## src/rtl/alu_arbiter_pkg.sv

```systemverilog
// Shared ALU op codes, data widths, arbiter FSM states and request/result bundles.
// Imported by the arbiter, its interface and the round-robin picker.
package alu_arbiter_pkg;

   localparam int OP_W    = 6;
   localparam int DATA_W  = 32;
   localparam int SHAMT_W = 5;
   localparam int CNT_W   = 3;

   localparam logic [OP_W-1:0] ALU_OP_ROTR = 6'h06;
   localparam logic [OP_W-1:0] ALU_OP_ADD  = 6'h20;
   localparam logic [OP_W-1:0] ALU_OP_ADDU = 6'h21;
   localparam logic [OP_W-1:0] ALU_OP_SUB  = 6'h22;
   localparam logic [OP_W-1:0] ALU_OP_SUBU = 6'h23;
   localparam logic [OP_W-1:0] ALU_OP_AND  = 6'h24;
   localparam logic [OP_W-1:0] ALU_OP_OR   = 6'h25;
   localparam logic [OP_W-1:0] ALU_OP_XOR  = 6'h26;

   typedef enum logic [1:0] {
      ARB_IDLE,
      ARB_EXEC,
      ARB_RESP
   } arb_state_t;

   typedef struct packed {
      logic [OP_W-1:0]    op;
      logic [DATA_W-1:0]  a;
      logic [DATA_W-1:0]  b;
      logic [SHAMT_W-1:0] shamt;
   } alu_req_t;

   typedef struct packed {
      logic [DATA_W-1:0] out;
      logic              zero;
      logic              great;
      logic              overflow;
   } alu_rsp_t;

endpackage

```

## src/rtl/alu_arbiter_if.sv

```systemverilog
// Requester, ALU and response signals of the shared-ALU arbiter.
// slave = arbiter side, master = requesters/ALU/consumer side.
interface alu_arbiter_if
   import alu_arbiter_pkg::*;
#(
   parameter int NREQ = 2,
   parameter int ID_W = 1
);

   logic [NREQ-1:0]         req_valid;
   logic [NREQ-1:0]         req_ready;
   logic [OP_W*NREQ-1:0]    req_op;
   logic [DATA_W*NREQ-1:0]  req_a;
   logic [DATA_W*NREQ-1:0]  req_b;
   logic [SHAMT_W*NREQ-1:0] req_shamt;

   logic [OP_W-1:0]    alu_op;
   logic [DATA_W-1:0]  alu_a;
   logic [DATA_W-1:0]  alu_b;
   logic [SHAMT_W-1:0] alu_shamt;
   logic [DATA_W-1:0]  alu_out;
   logic               alu_zero;
   logic               alu_great;
   logic               alu_overflow;

   logic               rsp_valid;
   logic               rsp_ready;
   logic [ID_W-1:0]    rsp_id;
   logic [DATA_W-1:0]  rsp_out;
   logic               rsp_zero;
   logic               rsp_great;
   logic               rsp_overflow;

   modport slave (
      input  req_valid, req_op, req_a, req_b, req_shamt,
      input  alu_out, alu_zero, alu_great, alu_overflow,
      input  rsp_ready,
      output req_ready,
      output alu_op, alu_a, alu_b, alu_shamt,
      output rsp_valid, rsp_id, rsp_out,
      output rsp_zero, rsp_great, rsp_overflow
   );

   modport master (
      output req_valid, req_op, req_a, req_b, req_shamt,
      output alu_out, alu_zero, alu_great, alu_overflow,
      output rsp_ready,
      input  req_ready,
      input  alu_op, alu_a, alu_b, alu_shamt,
      input  rsp_valid, rsp_id, rsp_out,
      input  rsp_zero, rsp_great, rsp_overflow
   );

endinterface

```

## src/rtl/alu_arbiter_rr_pick.sv

```systemverilog
// Combinational picker: first set request searching upward from ptr, wrapping.
// With ptr tied to 0 it degenerates to fixed lowest-index priority.
module rr_pick #(
   parameter int NREQ = 2,
   parameter int ID_W = 1
) (
   input  logic [NREQ-1:0] req,
   input  logic [ID_W-1:0] ptr,
   output logic [NREQ-1:0] grant,
   output logic [ID_W-1:0] id,
   output logic            any
);

   always_comb begin
      grant = '0;
      id    = '0;
      any   = 1'b0;
      for (int i = 0; i < NREQ; i++) begin
         if (!any && req[(int'(ptr) + i) % NREQ]) begin
            any = 1'b1;
            grant[(int'(ptr) + i) % NREQ] = 1'b1;
            id = ID_W'((int'(ptr) + i) % NREQ);
         end
      end
   end

endmodule

```

## src/rtl/alu_arbiter.sv

```systemverilog
// Shares one ALU between NREQ requesters: accept, wait ALU_LAT cycles, return result.
// Define ALU_ARB_RR_EN for round-robin; otherwise fixed lowest-index priority.
module alu_arbiter
   import alu_arbiter_pkg::*;
#(
   parameter int NREQ    = 2,
   parameter int ID_W    = 1,
   parameter int ALU_LAT = 1
) (
   input logic        clk,
   input logic        rst_n,
   alu_arbiter_if.slave bus
);

   arb_state_t       state_q;
   arb_state_t       state_d;
   logic [CNT_W-1:0] cnt_q;
   logic [ID_W-1:0]  id_q;
   alu_req_t         iss_q;
   alu_req_t         sel;
   alu_rsp_t         rsp_q;
   logic             accept;
   logic             capture;

   logic [ID_W-1:0]  ptr;
   logic [NREQ-1:0]  grant;
   logic [ID_W-1:0]  win;
   logic             any;

`ifdef ALU_ARB_RR_EN
   logic [ID_W-1:0] ptr_q;

   always_ff @(posedge clk or negedge rst_n) begin
      if (!rst_n) begin
         ptr_q <= '0;
      end else if (accept) begin
         ptr_q <= (win == ID_W'(NREQ - 1)) ? '0 : win + 1'b1;
      end
   end

   assign ptr = ptr_q;
`else
   assign ptr = '0;
`endif

   rr_pick #(
      .NREQ (NREQ),
      .ID_W (ID_W)
   ) u_pick (
      .req   (bus.req_valid),
      .ptr   (ptr),
      .grant (grant),
      .id    (win),
      .any   (any)
   );

   always_comb begin
      sel.op    = bus.req_op[int'(win)*OP_W +: OP_W];
      sel.a     = bus.req_a[int'(win)*DATA_W +: DATA_W];
      sel.b     = bus.req_b[int'(win)*DATA_W +: DATA_W];
      sel.shamt = bus.req_shamt[int'(win)*SHAMT_W +: SHAMT_W];
   end

   always_comb begin
      state_d = state_q;
      accept  = 1'b0;
      capture = 1'b0;
      unique case (state_q)
         ARB_IDLE: begin
            if (any) begin
               accept  = 1'b1;
               state_d = ARB_EXEC;
            end
         end
         ARB_EXEC: begin
            if (cnt_q == '0) begin
               capture = 1'b1;
               state_d = ARB_RESP;
            end
         end
         ARB_RESP: begin
            if (bus.rsp_ready) begin
               state_d = ARB_IDLE;
            end
         end
         default: state_d = ARB_IDLE;
      endcase
   end

   always_ff @(posedge clk or negedge rst_n) begin
      if (!rst_n) begin
         state_q <= ARB_IDLE;
         cnt_q   <= '0;
         id_q    <= '0;
         iss_q   <= '0;
         rsp_q   <= '0;
      end else begin
         state_q <= state_d;
         if (accept) begin
            iss_q <= sel;
            id_q  <= win;
            cnt_q <= CNT_W'(ALU_LAT - 1);
         end else if (state_q == ARB_EXEC && cnt_q != '0) begin
            cnt_q <= cnt_q - 1'b1;
         end
         if (capture) begin
            rsp_q.out      <= bus.alu_out;
            rsp_q.zero     <= bus.alu_zero;
            rsp_q.great    <= bus.alu_great;
            rsp_q.overflow <= bus.alu_overflow;
         end
      end
   end

   // rst_n gates the strobe so an asserted reset drops it at once
   assign bus.req_ready = (rst_n && state_q == ARB_IDLE) ? grant : '0;

   assign bus.alu_op    = iss_q.op;
   assign bus.alu_a     = iss_q.a;
   assign bus.alu_b     = iss_q.b;
   assign bus.alu_shamt = iss_q.shamt;

   assign bus.rsp_valid    = (state_q == ARB_RESP);
   assign bus.rsp_id       = id_q;
   assign bus.rsp_out      = rsp_q.out;
   assign bus.rsp_zero     = rsp_q.zero;
   assign bus.rsp_great    = rsp_q.great;
   assign bus.rsp_overflow = rsp_q.overflow;

endmodule

```

## src/flat_wrapper.sv

```systemverilog
// flat-port wrapper written by rule: the top's interface ports become plain ports
module alu_arbiter_flat import alu_arbiter_pkg::*;
#(
   parameter int NREQ    = 2,
   parameter int ID_W    = 1,
   parameter int ALU_LAT = 1
)
  (clk, rst_n, bus_req_valid, bus_req_op, bus_req_a, bus_req_b, bus_req_shamt, bus_alu_out, bus_alu_zero, bus_alu_great, bus_alu_overflow, bus_rsp_ready, bus_req_ready, bus_alu_op, bus_alu_a, bus_alu_b, bus_alu_shamt, bus_rsp_valid, bus_rsp_id, bus_rsp_out, bus_rsp_zero, bus_rsp_great, bus_rsp_overflow);
  alu_arbiter_if #(.NREQ(NREQ), .ID_W(ID_W)) bus_i ();
  input logic clk;
  input logic rst_n;
  input wire logic [$bits(bus_i.req_valid)-1:0] bus_req_valid;
  input wire logic [$bits(bus_i.req_op)-1:0] bus_req_op;
  input wire logic [$bits(bus_i.req_a)-1:0] bus_req_a;
  input wire logic [$bits(bus_i.req_b)-1:0] bus_req_b;
  input wire logic [$bits(bus_i.req_shamt)-1:0] bus_req_shamt;
  input wire logic [$bits(bus_i.alu_out)-1:0] bus_alu_out;
  input wire logic [$bits(bus_i.alu_zero)-1:0] bus_alu_zero;
  input wire logic [$bits(bus_i.alu_great)-1:0] bus_alu_great;
  input wire logic [$bits(bus_i.alu_overflow)-1:0] bus_alu_overflow;
  input wire logic [$bits(bus_i.rsp_ready)-1:0] bus_rsp_ready;
  output wire logic [$bits(bus_i.req_ready)-1:0] bus_req_ready;
  output wire logic [$bits(bus_i.alu_op)-1:0] bus_alu_op;
  output wire logic [$bits(bus_i.alu_a)-1:0] bus_alu_a;
  output wire logic [$bits(bus_i.alu_b)-1:0] bus_alu_b;
  output wire logic [$bits(bus_i.alu_shamt)-1:0] bus_alu_shamt;
  output wire logic [$bits(bus_i.rsp_valid)-1:0] bus_rsp_valid;
  output wire logic [$bits(bus_i.rsp_id)-1:0] bus_rsp_id;
  output wire logic [$bits(bus_i.rsp_out)-1:0] bus_rsp_out;
  output wire logic [$bits(bus_i.rsp_zero)-1:0] bus_rsp_zero;
  output wire logic [$bits(bus_i.rsp_great)-1:0] bus_rsp_great;
  output wire logic [$bits(bus_i.rsp_overflow)-1:0] bus_rsp_overflow;
  assign bus_i.req_valid = bus_req_valid;
  assign bus_i.req_op = bus_req_op;
  assign bus_i.req_a = bus_req_a;
  assign bus_i.req_b = bus_req_b;
  assign bus_i.req_shamt = bus_req_shamt;
  assign bus_i.alu_out = bus_alu_out;
  assign bus_i.alu_zero = bus_alu_zero;
  assign bus_i.alu_great = bus_alu_great;
  assign bus_i.alu_overflow = bus_alu_overflow;
  assign bus_i.rsp_ready = bus_rsp_ready;
  assign bus_req_ready = bus_i.req_ready;
  assign bus_alu_op = bus_i.alu_op;
  assign bus_alu_a = bus_i.alu_a;
  assign bus_alu_b = bus_i.alu_b;
  assign bus_alu_shamt = bus_i.alu_shamt;
  assign bus_rsp_valid = bus_i.rsp_valid;
  assign bus_rsp_id = bus_i.rsp_id;
  assign bus_rsp_out = bus_i.rsp_out;
  assign bus_rsp_zero = bus_i.rsp_zero;
  assign bus_rsp_great = bus_i.rsp_great;
  assign bus_rsp_overflow = bus_i.rsp_overflow;
  alu_arbiter #(.NREQ(NREQ), .ID_W(ID_W), .ALU_LAT(ALU_LAT)) u_core (.clk(clk), .rst_n(rst_n), .bus(bus_i));
endmodule
```

## config.mk

```make
export PLATFORM = sky130hd
export DESIGN_NAME = alu_arbiter_flat
export DESIGN_NICKNAME = d
export VERILOG_FILES = /design/src/rtl/alu_arbiter_pkg.sv /design/src/rtl/alu_arbiter_if.sv /design/src/rtl/alu_arbiter_rr_pick.sv /design/src/rtl/alu_arbiter.sv /design/src/flat_wrapper.sv
export SDC_FILE = /design/constraint.sdc
export NUM_CORES = 1
export LEC_CHECK = 0
export ABC_AREA = 0
export CORE_AREA = 2 2 120 122
export CTS_BUF_LIST = sky130_fd_sc_hd__clkbuf_8
export CTS_CLUSTER_SIZE = 40
export DETAILED_ROUTE_END_ITERATION = 10
export DIE_AREA = 0 0 122 124
export PLACE_DENSITY = 0.88
export SLEW_MARGIN = 15
export SYNTH_ARGS = -nofsm -noshare
export SYNTH_HDL_FRONTEND = slang
export SYNTH_SLANG_ARGS = --single-unit
export TNS_END_PERCENT = 100
```

## constraint.sdc

```tcl
create_clock -name clk -period 3.04 [get_ports clk]
set_clock_uncertainty 0.05 [all_clocks]
set_input_delay 0.608 -clock clk [delete_from_list [all_inputs] [get_ports clk]]
set_output_delay 0.608 -clock clk [all_outputs]
set_load 0.01 [all_outputs]
```

==> results <==
-- logic make-up after synthesis --
logic type / count (synthesis)
muxes: 186
AOI/OAI and AO/OA: 5
DFF: 116
and+or+nand+nor: 11
xor gates and xnor gates: 1
buffers and inverters: 25
adders and majority gates: 2
-- worst max-delay path: stages --
cell             delay, ns
dlygate4sd3_1         0.57
buf_4                 0.26
and3_1                0.19
clkdlybuf4s50_1       0.57
-- cell usage after synthesis --
cell type,number
buf_6,7
inv_1,4
nor3b_1,1
buf_4,6
o21ai_0,1
and3_1,2
nand3b_1,1
xnor2_1,1
nor2b_2,1
or2_2,1
nand2b_1,1
dfrtp_1,116
ha_1,2
nor2_2,1
mux2_4,75
a211oi_1,1
mux2_2,111
a21oi_1,2
buf_2,8
o21a_1,1
nor2_1,3
-- area by class of cell --
type,instances,area [um^2]
fillers,962,4550
inverters,4,15.0
repair buffers,313,3150
flip-flops and latches,116,2900
clock inverters,14,115
clock buffers,18,248
well taps,180,225
multi-input cells,205,2520
-- power breakdown --
group / leakage [nW] / internal, mW / total (mW) / switching (mW)
clock network: 0.181 / 0.657 / 1.30 / 0.641
registers: 1.36 / 2.35 / 2.79 / 0.442
logic: 2.32 / 2.74 / 4.26 / 1.52
-- worst paths after layout --
kind                                       from                     end  slack, ns  depth (start not counted)
hold reg to reg            u_core.bus.alu_a[27]    u_core.bus.alu_a[27]       0.46                          1
max in group asynchronous                 rst_n     u_core.bus.alu_b[2]       1.16                          3
setup reg to reg              u_core.state_q[1]    u_core.bus.alu_a[22]       0.99                          4
setup / recovery                          rst_n        bus_req_ready[1]       0.18                          4
hold / removal             u_core.bus.alu_a[27]    u_core.bus.alu_a[27]       0.46                          1
min in group asynchronous                 rst_n  u_core.bus.rsp_out[23]       0.58                          2
-- through the flow --
stage / utilization, % / worst slack [ns]
2_1_floorplan: - / 1.08
4_1_cts: 66.8 / 0.160
6_report: 66.8 / 0.178
5_1_grt: 66.8 / 0.117
3_3_place_gp: 64.1 / 0.292
3_5_place_dp: 64.1 / 0.281
-- sequential cells by signal, indices dropped and copies added (netlist names) --
name                     flops
u_core.bus.alu_shamt         5
u_core.bus.alu_b            32
u_core.cnt_q                 3
u_core.bus.rsp_id            1
u_core.bus.rsp_zero          1
u_core.bus.alu_a            32
u_core.bus.alu_op            6
u_core.bus.rsp_overflow      1
u_core.state_q               2
u_core.bus.rsp_out          32
u_core.bus.rsp_great         1
-- routing by layer --
layer  GRT usage, %  wire, um  up-vias
met5              0         0        -
met4           7.90       325        0
met3           8.15      1420       28
met2           38.1      8310      194
met1           21.6      5800     2014
li1               -         -     1861
-- what timing repair did --
| item | CTS | global route |
|---|---|---|
| resized for setup | 0 | 0 |
| hold buffers | 1 | 0 |
| hold endpoints to repair | 13 | 0 |
==> reports/qor.yml <==
worst_setup_path:
  end_kind: "output port"
  path_max_fanout: 17
  arrival_ns: 2.20
  critPathKind: "in2out"
  required_ns: 2.38
  cp-start-kind: "input port"
grt:
  grt_pass1_vias: 4524
  grt_max_degree: 76
  grt_usage_pct: 20.9
  antenna_found_initial: 0
  grt_overflow_total: 0
  grt_pass1_wl_um: 23800
yosys:
  avgSynthCellArea_um2: 16.1
  yosys_warnings: 0
  synth_top_area_share_pct: 51.9
  synth.distinct_cells: 21
  ys_seq_elements: 116
  synth_area_leaders: "dfrtp_1 (52%), mux2_2 (22%), mux2_4 (20%), buf_6 (1.4%), buf_4 (0.81%)"
  synthCells: 346
  synth_mux_area_share_pct: 42.5
  synthAdderAreaFrac_pct: 0.448
  synth_top_cell_by_area: "dfrtp_1"
  synth_top_family_by_area: "multiplexers"
  netlist_area_mm2: 0.00559
  synth_seq_area_share_pct: 51.9
  synth-simple-area-share_pct: 1.19
  synth_fp_nets: 538
  synth_compound_area_share_pct: 0.537
  synth-xor-area-share_pct: 0.157
clocking:
  cts_tree: "built"
  clock-sinks: 116
  insertion_delay_ns: 0.43
  clock_path_buffers: 2
  cts_setup_buffers: 0
  htree_levels: 4
  cts_buffers: 17
  clk_pin_slew_worst_paths_ns: 0.07
  cts_root_buffer: "clkbuf_8"
sta:
  setup_tns_ns: 0
  hold_viol: 0
  rsz0062_at_grt: "no"
  whs_ns: 0.456
  worst_pin_slew_ns: 0.924
  fmaxAchievable_mhz: 349
  max_slew_margin_pct: 38.4
  finalMaxSlewViolations: 0
  finalSetupViolCount: 0
  min_period_ns: 2.86
  layout_worst_path_cycle_share_pct: 94.1
route:
  ant_nets: 0
  drt_wl_total_um: 15900
  via_per_inst: 4.82
  drt_iter0_markers: 125
  first_pass_iters: 4
  wl_per_cell_um: 18.7
  via_count: 4097
  drcViolationCount: 0
floorplanning:
  die_y_um: 124
  io_pins: 304
  start_util_pct: 40.7
  die_width_um: 122
  core-area_mm2: 0.0137
  num_rows: 43
  die_area_mm2: 0.0151
place:
  dp_cells: 817
  port_buffers: 303
  dpl_cell_area_mm2: 0.00880
  place_congestion: 0.757
  hpwlAfterDp_um: 12000
finish:
  layout-drive-gt1-share_pct: 34.5
  fin_area_mm2: 0.00917
  layout_commonest_cell: "clkdlybuf4s50_1"
  layout_common_cells: "clkdlybuf4s50_1 (302), dfrtp_1 (116), mux2_2 (111)"
  layout.nets: 849
  area_growth_syn_to_layout_pct: 64.1
  num_antenna_cells: 0
  layoutNonFillerInstCount: 850
power:
  ir_drop_v: 0.000620
  powerDensity_mw_per_mm2: 911
  leakage_nw: 3.87
  p_total_mw: 8.35
run_status:
  status: "finished, final reports clean"
hold_path:
  min_path_type: "reg2reg"
run:
  cap_violations: 0
(Power assumes the default switching activity.)
